### src/rtl/fm_pkg.sv
// Frame-memory cycle scheduler shared definitions.
// Cycle geometry, starvation limit and slot-type encoding.
package fm_pkg;

  localparam int CYC_LEN    = 72;
  localparam int STARVE_MAX = 3;

  typedef enum logic [1:0] {
    SLOT_IDLE  = 2'd0,
    SLOT_IV_WR = 2'd1,
    SLOT_OV_RD = 2'd2,
    SLOT_IV_RD = 2'd3
  } slot_e;

endpackage

### src/rtl/fm_cyc_timer.sv
// Free-running frame-memory cycle counter.
// Produces the registered advance pulse and the arbitration strobe.
module fm_cyc_timer
  import fm_pkg::*;
#(
  parameter int CYC_LEN = fm_pkg::CYC_LEN
) (
  input  logic clk,
  input  logic rst,
  output logic stp_adv,
  output logic arb
);

  localparam logic [6:0] QC_LAST = 7'(CYC_LEN - 1);
  localparam logic [6:0] QC_STP  = 7'(CYC_LEN - 3);
  localparam logic [6:0] QC_ARB  = 7'(CYC_LEN - 4);

  logic [6:0] qc_q, qc_d;
  logic       stp_adv_q, stp_adv_d;

  // Next count; pulse is precomputed so it is high while qc sits at STP.
  always_comb begin
    qc_d      = (qc_q == QC_LAST) ? 7'd0 : qc_q + 7'd1;
    stp_adv_d = (qc_d == QC_STP);
  end

  // Counter and pulse registers.
  always_ff @(posedge clk or posedge rst) begin
    if (rst) begin
      qc_q      <= 7'd0;
      stp_adv_q <= 1'b0;
    end else begin
      qc_q      <= qc_d;
      stp_adv_q <= stp_adv_d;
    end
  end

  assign stp_adv = stp_adv_q;
  assign arb     = (qc_q == QC_ARB);

endmodule

### src/rtl/fm_cycle_sched.sv
// Frame-memory slot scheduler: one grant per cycle,
// fixed priority with anti-starvation for iv_rd.
module fm_cycle_sched
  import fm_pkg::*;
#(
  parameter int CYC_LEN    = fm_pkg::CYC_LEN,
  parameter int STARVE_MAX = fm_pkg::STARVE_MAX
) (
  input  logic        clk,
  input  logic        rst,
  input  logic        sched_en,
  input  logic        iv_wr_req,
  input  logic        ov_rd_req,
  input  logic        iv_rd_req,
  output logic        fm_cycle_stp_adv,
  output logic        fm_iv_wr_cycle,
  output logic        fm_ov_rd_cycle,
  output logic        fm_iv_rd_cycle,
  output logic [15:0] fm_slot_cnt
);

  localparam logic [2:0] SC_MAX = 3'(STARVE_MAX);

  logic        arb;
  slot_e       slot_q, slot_d;
  logic [2:0]  sc_q, sc_d;
  logic [15:0] cnt_q, cnt_d;
  logic        any_req;

  fm_cyc_timer #(
    .CYC_LEN (CYC_LEN)
  ) u_timer (
    .clk     (clk),
    .rst     (rst),
    .stp_adv (fm_cycle_stp_adv),
    .arb     (arb)
  );

  assign any_req = iv_wr_req | ov_rd_req | iv_rd_req;

  // Arbitrate once per cycle; otherwise hold grant and counters.
  always_comb begin
    slot_d = slot_q;
    sc_d   = sc_q;
    cnt_d  = cnt_q;
    if (arb) begin
      slot_d = SLOT_IDLE;
      if (sched_en && any_req) begin
        if (iv_rd_req && (sc_q == SC_MAX))
          slot_d = SLOT_IV_RD;
        else if (iv_wr_req)
          slot_d = SLOT_IV_WR;
        else if (ov_rd_req)
          slot_d = SLOT_OV_RD;
        else
          slot_d = SLOT_IV_RD;
        if (slot_d == SLOT_IV_RD) begin
          sc_d  = 3'd0;
          cnt_d = cnt_q + 16'd1;
        end else if (iv_rd_req) begin
          sc_d  = sc_q + 3'd1;
        end else begin
          sc_d  = 3'd0;
        end
      end
    end
  end

  // Grant, starvation and status registers; reset drops grants at once.
  always_ff @(posedge clk or posedge rst) begin
    if (rst) begin
      slot_q <= SLOT_IDLE;
      sc_q   <= 3'd0;
      cnt_q  <= 16'd0;
    end else begin
      slot_q <= slot_d;
      sc_q   <= sc_d;
      cnt_q  <= cnt_d;
    end
  end

  assign fm_iv_wr_cycle = (slot_q == SLOT_IV_WR);
  assign fm_ov_rd_cycle = (slot_q == SLOT_OV_RD);
  assign fm_iv_rd_cycle = (slot_q == SLOT_IV_RD);
  assign fm_slot_cnt    = cnt_q;

endmodule

### config.mk
export PLATFORM = sky130hd
export DESIGN_NAME = fm_cycle_sched
export DESIGN_NICKNAME = d
export VERILOG_FILES = /design/src/rtl/fm_pkg.sv /design/src/rtl/fm_cyc_timer.sv /design/src/rtl/fm_cycle_sched.sv
export SDC_FILE = /design/constraint.sdc
export NUM_CORES = 1
export LEC_CHECK = 0
export CORE_MARGIN = 5
export CORE_UTILIZATION = 46
export DETAILED_ROUTE_END_ITERATION = 10
export PLACE_DENSITY = 0.76
export SLEW_MARGIN = 10
export SYNTH_ARGS = -nofsm -noshare
export SYNTH_HDL_FRONTEND = slang
export SYNTH_SLANG_ARGS = --single-unit
### constraint.sdc
create_clock -name clk -period 1.9 [get_ports clk]
set_input_delay 0.285 -clock clk [delete_from_list [all_inputs] [get_ports clk]]
set_output_delay 0.285 -clock clk [all_outputs]
set_load 0.02 [all_outputs]
==> impl_results.html, run 1 <==
<table>
<tr><th>Metric</th><th>Value</th></tr>
<tr><th colspan="2">Outcome</th></tr>
<tr><td>Run status</td><td>finished, final reports clean</td></tr>
<tr><th colspan="2">Floorplan</th></tr>
<tr><td>Die boundary height</td><td>between 60 and 70 µm</td></tr>
<tr><td>Count of pins on the block boundary</td><td>26</td></tr>
<tr><td>Area enclosed by the die boundary</td><td>about 4300 µm²</td></tr>
<tr><td>Core box area</td><td>roughly 3000 µm²</td></tr>
<tr><td>Initial standard-cell utilization of the core</td><td>47.2%</td></tr>
<tr><td>Die width</td><td>approximately 65 µm</td></tr>
<tr><td>Number of placement rows</td><td>20</td></tr>
<tr><th colspan="2">Finish</th></tr>
<tr><td>Fraction of final layout cells sized beyond drive strength 1</td><td>between 20% and 30%</td></tr>
<tr><td>Layout Area Growth over Synthesis</td><td>34.9%</td></tr>
<tr><td>Number of diodes</td><td>0</td></tr>
<tr><td>Filler cell count in the final layout</td><td>240</td></tr>
<tr><td>Total non-filler cell area in the finished layout</td><td>approximately 1900 µm²</td></tr>
<tr><td>Layout Cells excl Fill</td><td>212</td></tr>
<tr><td>Post-layout net count</td><td>190</td></tr>
<tr><th colspan="2">CTS</th></tr>
<tr><td>Clock transition at path regs</td><td>0.09 ns</td></tr>
<tr><td>Clock buffer depth</td><td>2</td></tr>
<tr><td>Clock Root Buffer</td><td>sky130_fd_sc_hd__clkbuf_4</td></tr>
<tr><td>Htree depth</td><td>2</td></tr>
<tr><td>Clock buffers created by TritonCTS</td><td>5</td></tr>
<tr><td>Worst skew pair latency</td><td>around 0.33 ns</td></tr>
<tr><td>TritonCTS clock tree</td><td>built</td></tr>
<tr><td>Clock sink total</td><td>29</td></tr>
<tr><th colspan="2">Logic synthesis</th></tr>
<tr><td>Post-Synthesis Net Count</td><td>~140</td></tr>
<tr><td>Simple-Gate Fraction of Synth Area</td><td>a little under a quarter</td></tr>
<tr><td>Share of synthesized cell area in full adder, half adder and majority cells</td><td>between 5 and 6%</td></tr>
<tr><td>Ranking of synthesized cells by area</td><td>sky130_fd_sc_hd__dfrtp_1 (51%), sky130_fd_sc_hd__xnor2_1 (7.4%), sky130_fd_sc_hd__ha_1 (5.3%)</td></tr>
<tr><td>Dominant combinational cell family by area after synthesis</td><td>simple AND/OR/NAND/NOR gates</td></tr>
<tr><td>Sequential cell area fraction in the yosys report</td><td>between 50 and 60%</td></tr>
<tr><td>Area fraction in compound gates after synthesis</td><td>3.80%</td></tr>
<tr><td>YS warnings</td><td>0</td></tr>
<tr><td>Combined area of all synthesized cells</td><td>~1400 µm²</td></tr>
<tr><td>Avg Inst Size Synth</td><td>between 10 and 15 µm²</td></tr>
<tr><td>Largest area contributor in the synthesized netlist</td><td>sky130_fd_sc_hd__dfrtp_1</td></tr>
<tr><td>Number of synthesized register bits</td><td>29</td></tr>
<tr><td>Number of instances in the synthesized netlist</td><td>approximately 130</td></tr>
<tr><td>Proportion of netlist area held by the largest area contributor</td><td>approximately half</td></tr>
<tr><td>Multiplexer share of the synthesized area</td><td>around 3.2%</td></tr>
<tr><td>Post-Synth XOR/XNOR Area</td><td>11.7%</td></tr>
<tr><td>Number of distinct library cells after synthesis</td><td>31</td></tr>
<tr><th colspan="2">Timing</th></tr>
<tr><td>Max Clk Rate</td><td>538 MHz</td></tr>
<tr><td>Max-slew violation count</td><td>0</td></tr>
<tr><td>Remaining max-slew budget at the tightest pin</td><td>between 70% and 80%</td></tr>
<tr><td>Count of endpoints failing hold in the final timing report</td><td>0</td></tr>
<tr><td>Final count of negative-setup-slack endpoints</td><td>0</td></tr>
<tr><td>Worst Skew</td><td>~0.013 ns</td></tr>
<tr><td>Smallest hold slack</td><td>approximately 0.32 ns</td></tr>
<tr><td>RSZ-0062 raised after global routing</td><td>yes</td></tr>
<tr><td>Final critical-path share of the clock period</td><td>97.9%</td></tr>
<tr><td>Transition at the pin with the smallest max-transition slack</td><td>between 0.3 and 0.4 ns</td></tr>
<tr><td>Shortest clock period the worst path allows after layout</td><td>roughly 1.9 ns</td></tr>
<tr><th colspan="2">Critical path</th></tr>
<tr><td>Critical path data arrival time</td><td>~2.1 ns</td></tr>
<tr><td>Required time of the worst setup path</td><td>2.12 ns</td></tr>
<tr><td>Crit-path max FO</td><td>5</td></tr>
<tr><td>Worst-case register-to-register setup slack</td><td>between 0.04 and 0.05 ns</td></tr>
<tr><td>Capture point of the worst reg-to-reg path</td><td>fm_slot_cnt[15]$_DFFE_PP0P_</td></tr>
<tr><td>Worst Setup Start Kind</td><td>register</td></tr>
<tr><td>Kind of end point of the critical path</td><td>register</td></tr>
<tr><td>Beginning of the worst register-to-register path</td><td>u_timer.qc_q[5]$_DFF_PP0_</td></tr>
<tr><td>Depth of the most critical reg-to-reg path</td><td>5</td></tr>
<tr><td>Critical path start-end classification</td><td>reg2reg</td></tr>
<tr><th colspan="2">Hold path</th></tr>
<tr><td>Kind of path behind the tightest hold check</td><td>in2async</td></tr>
<tr><th colspan="2">Power and ir drop</th></tr>
<tr><td>Worst VDD drop</td><td>431 µV</td></tr>
<tr><td>Total design power</td><td>0.00104 W</td></tr>
<tr><td>Ratio of total power to cell area</td><td>~540 nW/µm²</td></tr>
<tr><td>Leakage power total</td><td>about 0.85 nW</td></tr>
<tr><th colspan="2">Routing</th></tr>
<tr><td>Violation count after the first detailed-route iteration</td><td>28</td></tr>
<tr><td>First-pass detailed-route iteration total</td><td>4</td></tr>
<tr><td>Wire length reported by the detailed router</td><td>approximately 2800 µm</td></tr>
<tr><td>Total vias in the final route</td><td>~1.1k</td></tr>
<tr><td>Detailed-route DRC error count</td><td>0</td></tr>
<tr><td>Post-DR wirelength/cell</td><td>13.4 µm</td></tr>
<tr><td>Remaining antenna violation count after routing</td><td>0</td></tr>
<tr><td>Vias per cell</td><td>around 5.2</td></tr>
<tr><th colspan="2">Global routing</th></tr>
<tr><td>Number of global-route vias before repair</td><td>1,129</td></tr>
<tr><td>Maximum number of pins on one net before global-route repair</td><td>30</td></tr>
<tr><td>Antenna violations before repair</td><td>0</td></tr>
<tr><td>Global route overflow</td><td>0</td></tr>
<tr><td>All-layer global routing usage</td><td>roughly 15%</td></tr>
<tr><td>Wire length of the first global-routing pass</td><td>4950 µm</td></tr>
<tr><th colspan="2">Placement</th></tr>
<tr><td>Cell area reported after detailed placement</td><td>between 1500 and 2000 µm²</td></tr>
<tr><td>Post-placement cell count</td><td>202</td></tr>
<tr><td>Number of buffers inserted by port buffering</td><td>25</td></tr>
<tr><td>Placed wire-length estimate after detailed placement</td><td>2210 µm</td></tr>
<tr><td>RePlAce Congestion</td><td>0.885</td></tr>
<tr><th colspan="2">Flow run</th></tr>
<tr><td>Count of maximum capacitance violations</td><td>0</td></tr>
</table>
## how the worst max path moves through the flow
stage / slack, ns / endpoint / start
CTS: 0.01 / fm_slot_cnt[11]$_DFFE_PP0P_ / sc_q[0]$_DFFE_PP0P_
detailed placement: -0.04 / fm_slot_cnt[5]$_DFFE_PP0P_ / iv_wr_req
finish: 0.04 / fm_slot_cnt[15]$_DFFE_PP0P_ / u_timer.qc_q[5]$_DFF_PP0_
floorplan: -0.01 / sc_q[0]$_DFFE_PP0P_ / u_timer.qc_q[3]$_DFF_PP0_
global route: -0.05 / fm_slot_cnt[13]$_DFFE_PP0P_ / sc_q[0]$_DFFE_PP0P_
global placement: -0.005 / fm_slot_cnt[11]$_DFFE_PP0P_ / iv_wr_req
## per-layer routing
layer | GRT usage [%] | vias up | part of all wire, %
li1 | - | 547 | -
met1 | 16.0 | 530 | 41
met2 | 28.1 | 18 | 53
met3 | 6.32 | 5 | 4.9
met4 | 4.66 | 0 | 1.3
met5 | 0 | - | 0
## cell families (layout without fill, tap and decap cells)
kind of cell	count (synthesis)	in the layout
adder cells (fa/ha/maj)	6	6
buffers and inverters	8	56
multiplexers	4	4
AND/OR/NAND/NOR	57	57
AO/OA/AOI/OAI	8	8
XOR/XNOR	19	19
flip-flops	29	29
## what timing repair did
action	CTS	global route
buffers inserted	1	1
pin swaps	1	3
hold buffers	0	0
setup endpoints to repair	6	8
hold endpoints to repair	0	0
gates resized for setup	1	4
## sequential cells by signal (all words and copies together) (netlist names)
name	cells
sc_q	3
u_timer.qc_q	7
slot_q	2
u_timer.stp_adv	1
fm_slot_cnt	16
## area by class of cell
type	instances	area [µm²]	area share, %
multi-input combinational	94	696	36.4
tap	33	41.3	2.16
sequential	29	726	38.0
inverter	7	26.3	1.38
clock inverter	2	10.0	0.524
timing repair buffer	41	370	19.4
clock buffer	6	41.3	2.16
## through the flow
stage	setup TNS [ns]	util, %	setup slack, ns
6_report	0	63.6	0.0403
5_1_grt	-0.131	63.6	-0.0533
4_1_cts	0	62.8	0.0149
3_5_place_dp	-0.257	60.8	-0.0397
3_3_place_gp	-0.00545	60.8	-0.00545
2_1_floorplan	-0.0382	-	-0.0127
## power breakdown
group	leakage, nW	switching [W]	internal, W
Combinational	0.438	0.0000319	0.0000323
Sequential	0.383	0.00000333	0.000621
Clock	0.0320	0.000212	0.000141
## worst max-delay path: stages, from the launching register on
cell                      delay [ns]
sky130_fd_sc_hd__dfrtp_1        0.39
sky130_fd_sc_hd__or4b_4         0.58
sky130_fd_sc_hd__nor4_2         0.37
sky130_fd_sc_hd__buf_4          0.19
sky130_fd_sc_hd__nand3_1        0.09
sky130_fd_sc_hd__xnor2_1        0.15
## Yosys cell counts (all sizes together)
cell,count
or4b,1
dfrtp,29
nand3,9
a21boi,1
buf,1
nor3,4
nand4b,1
o21ba,1
or4,1
or3,1
xor2,7
o21ai,3
or2,2
a22o,1
a21oi,1
nor2,11
and3,2
xnor2,12
nand4,6
ha,6
o31ai,1
and4,2
mux2,4
nor4,2
nand3b,1
inv,7
nor2b,2
and2,1
nand2,11
## cell usage in the layout, fill, tap and decap left out, drive strengths merged, types with 6 or more instances in the layout
cell type	n
buf	16
clkbuf	6
clkdlybuf4s50	25
dfrtp	29
ha	6
inv	7
nand2	11
nand3	9
nand4	6
nor2	11
xnor2	12
xor2	7
(Power assumes the default switching activity.)
==> run 2, diff against run 1 <==
CORE_UTILIZATION = 47   (was 46)
PLACE_DENSITY = 0.77   (was 0.76)
SYNTH_HIERARCHICAL = 1   (was unset)
==> impl_results.html, run 2 <==
<table>
<tr><th>Metric</th><th>Value</th></tr>
<tr><th colspan="2">Global routing</th></tr>
<tr><td>Wire length of the first global-routing pass</td><td>5240 µm (+5.9%)</td></tr>
<tr><td>Number of global-route vias before repair</td><td>1,249 (+11%)</td></tr>
<tr><td>Maximum number of pins on one net before global-route repair</td><td>22 (-27%)</td></tr>
<tr><td>All-layer global routing usage</td><td>15.9% (+0.48 points)</td></tr>
<tr><td>Global route overflow</td><td>0 (unchanged)</td></tr>
<tr><td>Antenna violations before repair</td><td>0 (unchanged)</td></tr>
<tr><th colspan="2">CTS</th></tr>
<tr><td>Clock transition at path regs</td><td>0.08 ns (about the same)</td></tr>
<tr><td>Clock sink total</td><td>29 (unchanged)</td></tr>
<tr><td>Clock buffers created by TritonCTS</td><td>5 (unchanged)</td></tr>
<tr><td>Worst skew pair latency</td><td>0.32 ns (about the same)</td></tr>
<tr><td>Clock buffer depth</td><td>2 (unchanged)</td></tr>
<tr><td>TritonCTS clock tree</td><td>built</td></tr>
<tr><td>Clock Root Buffer</td><td>sky130_fd_sc_hd__clkbuf_4</td></tr>
<tr><td>Post-CTS setup buffers</td><td>0 (-1)</td></tr>
<tr><td>Htree depth</td><td>2 (unchanged)</td></tr>
<tr><th colspan="2">Timing</th></tr>
<tr><td>Transition at the pin with the smallest max-transition slack</td><td>0.437 ns (+0.0383 ns)</td></tr>
<tr><td>Post-route setup TNS</td><td>0 ns (unchanged)</td></tr>
<tr><td>Max Clk Rate</td><td>554 MHz (+3.1%)</td></tr>
<tr><td>Final count of negative-setup-slack endpoints</td><td>0 (unchanged)</td></tr>
<tr><td>Max-slew violation count</td><td>0 (unchanged)</td></tr>
<tr><td>Worst Skew</td><td>0.00750 ns (-0.00579 ns)</td></tr>
<tr><td>Count of endpoints failing hold in the final timing report</td><td>0 (unchanged)</td></tr>
<tr><td>Shortest clock period the worst path allows after layout</td><td>1.80 ns (-0.0562 ns)</td></tr>
<tr><td>RSZ-0062 raised after global routing</td><td>no</td></tr>
<tr><td>Remaining max-slew budget at the tightest pin</td><td>70.5% (-2.7 points)</td></tr>
<tr><td>Final critical-path share of the clock period</td><td>94.9% (-3.0 points)</td></tr>
<tr><th colspan="2">Floorplan</th></tr>
<tr><td>Number of placement rows</td><td>20 (unchanged)</td></tr>
<tr><td>Initial standard-cell utilization of the core</td><td>48.6% (+1.4 points)</td></tr>
<tr><td>Die boundary height</td><td>66.2 µm (+1.1%)</td></tr>
<tr><td>Count of pins on the block boundary</td><td>26 (unchanged)</td></tr>
<tr><td>Area enclosed by the die boundary</td><td>4380 µm² (+2.1%)</td></tr>
<tr><td>Die width</td><td>66.2 µm (+1.1%)</td></tr>
<tr><td>Core box area</td><td>3050 µm² (+1.7%)</td></tr>
<tr><th colspan="2">Logic synthesis</th></tr>
<tr><td>YS warnings</td><td>6 (+6)</td></tr>
<tr><td>Avg Inst Size Synth</td><td>10.6 µm² (-2.0%)</td></tr>
<tr><td>Most instantiated flip-flop cell in the synthesis netlist</td><td>sky130_fd_sc_hd__dfrtp_1</td></tr>
<tr><td>Proportion of register bits with asynchronous set or reset after synthesis</td><td>100% (unchanged)</td></tr>
<tr><td>Number of synthesized register bits</td><td>29 (unchanged)</td></tr>
<tr><td>Ranking of synthesized cells by instance count</td><td>sky130_fd_sc_hd__dfrtp_1 (29), sky130_fd_sc_hd__nand2_1 (14), sky130_fd_sc_hd__xnor2_1 (13)</td></tr>
<tr><td>Proportion of netlist area held by the largest area contributor</td><td>48.9% (-2.3 points)</td></tr>
<tr><td>Largest area contributor in the synthesized netlist</td><td>sky130_fd_sc_hd__dfrtp_1</td></tr>
<tr><td>Sequential cell area fraction in the yosys report</td><td>48.9% (-2.3 points)</td></tr>
<tr><td>Number of instances in the synthesized netlist</td><td>140 (+6.9%)</td></tr>
<tr><td>Ranking of synthesized cells by area</td><td>sky130_fd_sc_hd__dfrtp_1 (49%), sky130_fd_sc_hd__xnor2_1 (7.7%), sky130_fd_sc_hd__ha_1 (5.1%)</td></tr>
<tr><td>Number of synthesized flops with an enable pin</td><td>0 (unchanged)</td></tr>
<tr><td>Post-Synthesis Net Count</td><td>152 (+6.3%)</td></tr>
<tr><td>Most numerous cell in the Yosys netlist</td><td>sky130_fd_sc_hd__dfrtp_1</td></tr>
<tr><td>Combined area of all synthesized cells</td><td>1480 µm² (+4.8%)</td></tr>
<tr><td>Number of distinct library cells after synthesis</td><td>33 (+6.5%)</td></tr>
<tr><th colspan="2">Critical path</th></tr>
<tr><td>Required time of the worst setup path</td><td>2.15 ns (+0.03 ns)</td></tr>
<tr><td>Crit-path max FO</td><td>6 (+1)</td></tr>
<tr><td>Slowest cell on crit path</td><td>sky130_fd_sc_hd__dfrtp_1</td></tr>
<tr><td>Sequence of cells on the critical path</td><td>nor4_4, and3_4, nand3_4, or2_4, nor4_4, xor2_1</td></tr>
<tr><td>Kind of end point of the critical path</td><td>register</td></tr>
<tr><td>CP Buf/Inv Count</td><td>0 (-1)</td></tr>
<tr><td>Worst-case register-to-register setup slack</td><td>0.1 ns (+0.06 ns)</td></tr>
<tr><td>Worst Setup Start Kind</td><td>register</td></tr>
<tr><td>Slowest stage delay, CP</td><td>0.42 ns (-0.16 ns)</td></tr>
<tr><td>Depth of the most critical reg-to-reg path</td><td>6 (+1)</td></tr>
<tr><td>Critical path's top delay family</td><td>simple AND/OR/NAND/NOR gates</td></tr>
<tr><td>Most prevalent standard cell on the critical path</td><td>sky130_fd_sc_hd__nor4_4</td></tr>
<tr><td>Capture point of the worst reg-to-reg path</td><td>fm_slot_cnt[8]$_DFFE_PP0P_</td></tr>
<tr><td>Critical path data arrival time</td><td>2.05 ns (-0.03 ns)</td></tr>
<tr><td>Critical path start-end classification</td><td>reg2reg</td></tr>
<tr><td>Beginning of the worst register-to-register path</td><td>u_timer/qc_q[3]$_DFF_PP0_</td></tr>
<tr><th colspan="2">Placement</th></tr>
<tr><td>Post-placement cell count</td><td>214 (+5.9%)</td></tr>
<tr><td>Number of buffers inserted by port buffering</td><td>25 (unchanged)</td></tr>
<tr><td>RePlAce Congestion</td><td>0.868 (-1.9%)</td></tr>
<tr><td>Placed wire-length estimate after detailed placement</td><td>2370 µm (+7.3%)</td></tr>
<tr><th colspan="2">Finish</th></tr>
<tr><td>Post-layout net count</td><td>189 (-0.53%)</td></tr>
<tr><td>Leading cell type in the layout, fill and taps excluded</td><td>sky130_fd_sc_hd__dfrtp_1</td></tr>
<tr><td>Layout Area Growth over Synthesis</td><td>30.4%</td></tr>
<tr><td>Highest-count cells in the layout ignoring fill and taps</td><td>sky130_fd_sc_hd__dfrtp_1 (29), sky130_fd_sc_hd__clkdlybuf4s50_1 (25), sky130_fd_sc_hd__nand2_1 (14)</td></tr>
<tr><td>Flip-flop count of the largest register, all copies and words added</td><td>16 (unchanged)</td></tr>
<tr><td>Share of the core filled with cells in the final layout</td><td>63.4% (-0.26 points)</td></tr>
<tr><td>Fraction of final layout cells sized beyond drive strength 1</td><td>16.3% (-5.5 points)</td></tr>
<tr><td>Number of diodes</td><td>0 (unchanged)</td></tr>
<tr><td>Layout Cells excl Fill</td><td>222 (+4.7%)</td></tr>
<tr><th colspan="2">Power and ir drop</th></tr>
<tr><td>Leakage power total</td><td>0.828 nW (-2.9%)</td></tr>
<tr><td>Switch Pwr</td><td>0.000218 W (-12%)</td></tr>
<tr><td>Reg power frac</td><td>58.0% (-1.9 points)</td></tr>
<tr><td>Internal Pwr Total</td><td>0.000846 W (+6.6%)</td></tr>
<tr><td>Clock power share</td><td>38.6% (+4.7 points)</td></tr>
<tr><td>Combinational share of power</td><td>3.4% (-2.8 points)</td></tr>
<tr><td>Ratio of total power to cell area</td><td>550 nW/µm² (+0.93%)</td></tr>
<tr><td>Worst VDD drop</td><td>371 µV (-14%)</td></tr>
<tr><td>Switching power as a share of total power</td><td>20.5% (-3.3 points)</td></tr>
<tr><th colspan="2">Routing</th></tr>
<tr><td>Wire length reported by the detailed router</td><td>2920 µm (+2.9%)</td></tr>
<tr><td>Detailed-route DRC error count</td><td>0 (unchanged)</td></tr>
<tr><td>Vias per cell</td><td>5.34 (+2.9%)</td></tr>
<tr><td>Violation count after the first detailed-route iteration</td><td>53 (+89%)</td></tr>
<tr><td>Total vias in the final route</td><td>1,185 (+7.7%)</td></tr>
<tr><td>Post-DR wirelength/cell</td><td>13.1 µm (-1.8%)</td></tr>
<tr><td>Remaining antenna violation count after routing</td><td>0 (unchanged)</td></tr>
<tr><td>First-pass detailed-route iteration total</td><td>4 (unchanged)</td></tr>
<tr><th colspan="2">Hold path</th></tr>
<tr><td>Kind of path behind the tightest hold check</td><td>in2async</td></tr>
<tr><th colspan="2">Flow run</th></tr>
<tr><td>Count of maximum capacitance violations</td><td>0 (unchanged)</td></tr>
<tr><th colspan="2">Outcome</th></tr>
<tr><td>Run status</td><td>finished, final reports clean</td></tr>
</table>
==> run 2: cell types whose count changed in the layout (fill, tap and decap cells not counted), moves of 3 or more <==
cell | before | now
sky130_fd_sc_hd__nor4_4 | 0 | 3
sky130_fd_sc_hd__inv_1 | 7 | 12
sky130_fd_sc_hd__mux2_2 | 4 | 0
sky130_fd_sc_hd__nand2_1 | 11 | 14
sky130_fd_sc_hd__xor2_1 | 7 | 4
sky130_fd_sc_hd__buf_4 | 16 | 9
==> run 2: power groups by stage <==
stage	sequential, W	clock [W]	combinational (W)
floorplan	0.000629	0	0.0000145
global placement	0.000629	0	0.0000360
detailed placement	0.000629	0	0.0000373
CTS	0.000617	0.000429	0.0000373
global route	0.000617	0.000464	0.0000411
finish	0.000617	0.000411	0.0000361
==> run 2: cell families (layout without fill, tap and decap cells) <==
group	count (synthesis)	after routing	share of synthesized area (%)
simple gates	56	56	22.5
flops	29	29	48.9
xor+xnor	18	18	11.1
buf+inv	16	54	4.81
compound gates	15	15	7.59
fa+ha+maj	6	6	5.06
==> run 2: worst reg2reg max path: stages (launching register included) <==
cell	delay, ns
sky130_fd_sc_hd__dfrtp_1	0.42
sky130_fd_sc_hd__nor4_4	0.30
sky130_fd_sc_hd__and3_4	0.23
sky130_fd_sc_hd__nand3_4	0.08
sky130_fd_sc_hd__or2_4	0.28
sky130_fd_sc_hd__nor4_4	0.26
sky130_fd_sc_hd__xor2_1	0.16
==> run 2: through the flow <==
stage | total power, W | hold slack (ns) | instance area [µm²] | setup WS, ns
6_report | 0.00106 | 0.236 | 1930 | 0.0966
3_3_place_gp | 0.000665 | 0.463 | 1860 | 0.0555
3_5_place_dp | 0.000666 | 0.463 | 1860 | 0.0183
4_1_cts | 0.00108 | 0.228 | 1930 | 0.00809
5_1_grt | 0.00112 | 0.287 | 1930 | 0.000409
2_1_floorplan | 0.000643 | 0.101 | 1520 | 0.00443
==> run 2: final cells by class <==
cell class,count,area [µm²]
flip-flops and latches,29,726
repair buffers,34,318
clock buffers,7,65.1
inverters,12,45.0
well taps,44,55.1
multi-input cells,95,721
clock inverters,1,5.00
fillers,270,1120
==> run 2: worst max-delay path by stage <==
stage                              start                          end  slack (ns)  cells past startpoint
4_1_cts        u_timer/qc_q[6]$_DFF_PP0_  fm_slot_cnt[15]$_DFFE_PP0P_       0.008                      7
5_1_grt        u_timer/qc_q[3]$_DFF_PP0_   fm_slot_cnt[8]$_DFFE_PP0P_      0.0004                      6
3_3_place_gp   u_timer/qc_q[6]$_DFF_PP0_   fm_slot_cnt[8]$_DFFE_PP0P_        0.06                      7
3_5_place_dp   u_timer/qc_q[6]$_DFF_PP0_  fm_slot_cnt[15]$_DFFE_PP0P_        0.02                      7
2_1_floorplan  u_timer/qc_q[4]$_DFF_PP0_   fm_slot_cnt[8]$_DFFE_PP0P_       0.004                      8
6_report       u_timer/qc_q[3]$_DFF_PP0_   fm_slot_cnt[8]$_DFFE_PP0P_         0.1                      6
==> run 2: metal layers <==
metal | vias to the layer above | GRT usage [%] | wire length [µm]
met5 | - | 0 | 0
met4 | 0 | 8.12 | 82
met3 | 9 | 5.61 | 180
met2 | 44 | 29.4 | 1550
met1 | 579 | 15.2 | 1100
li1 | 553 | - | -
==> run 2: what timing repair did <==
action,CTS,global route
gates resized for setup,0,1
setup endpoints to repair,0,12
hold buffers,0,0
==> run 3, diff against run 2 <==
SKIP_LAST_GASP = 1   (was unset)
==> results of run 3 <==
The final DEF is identical to that of run 2; final timing and power are the same.
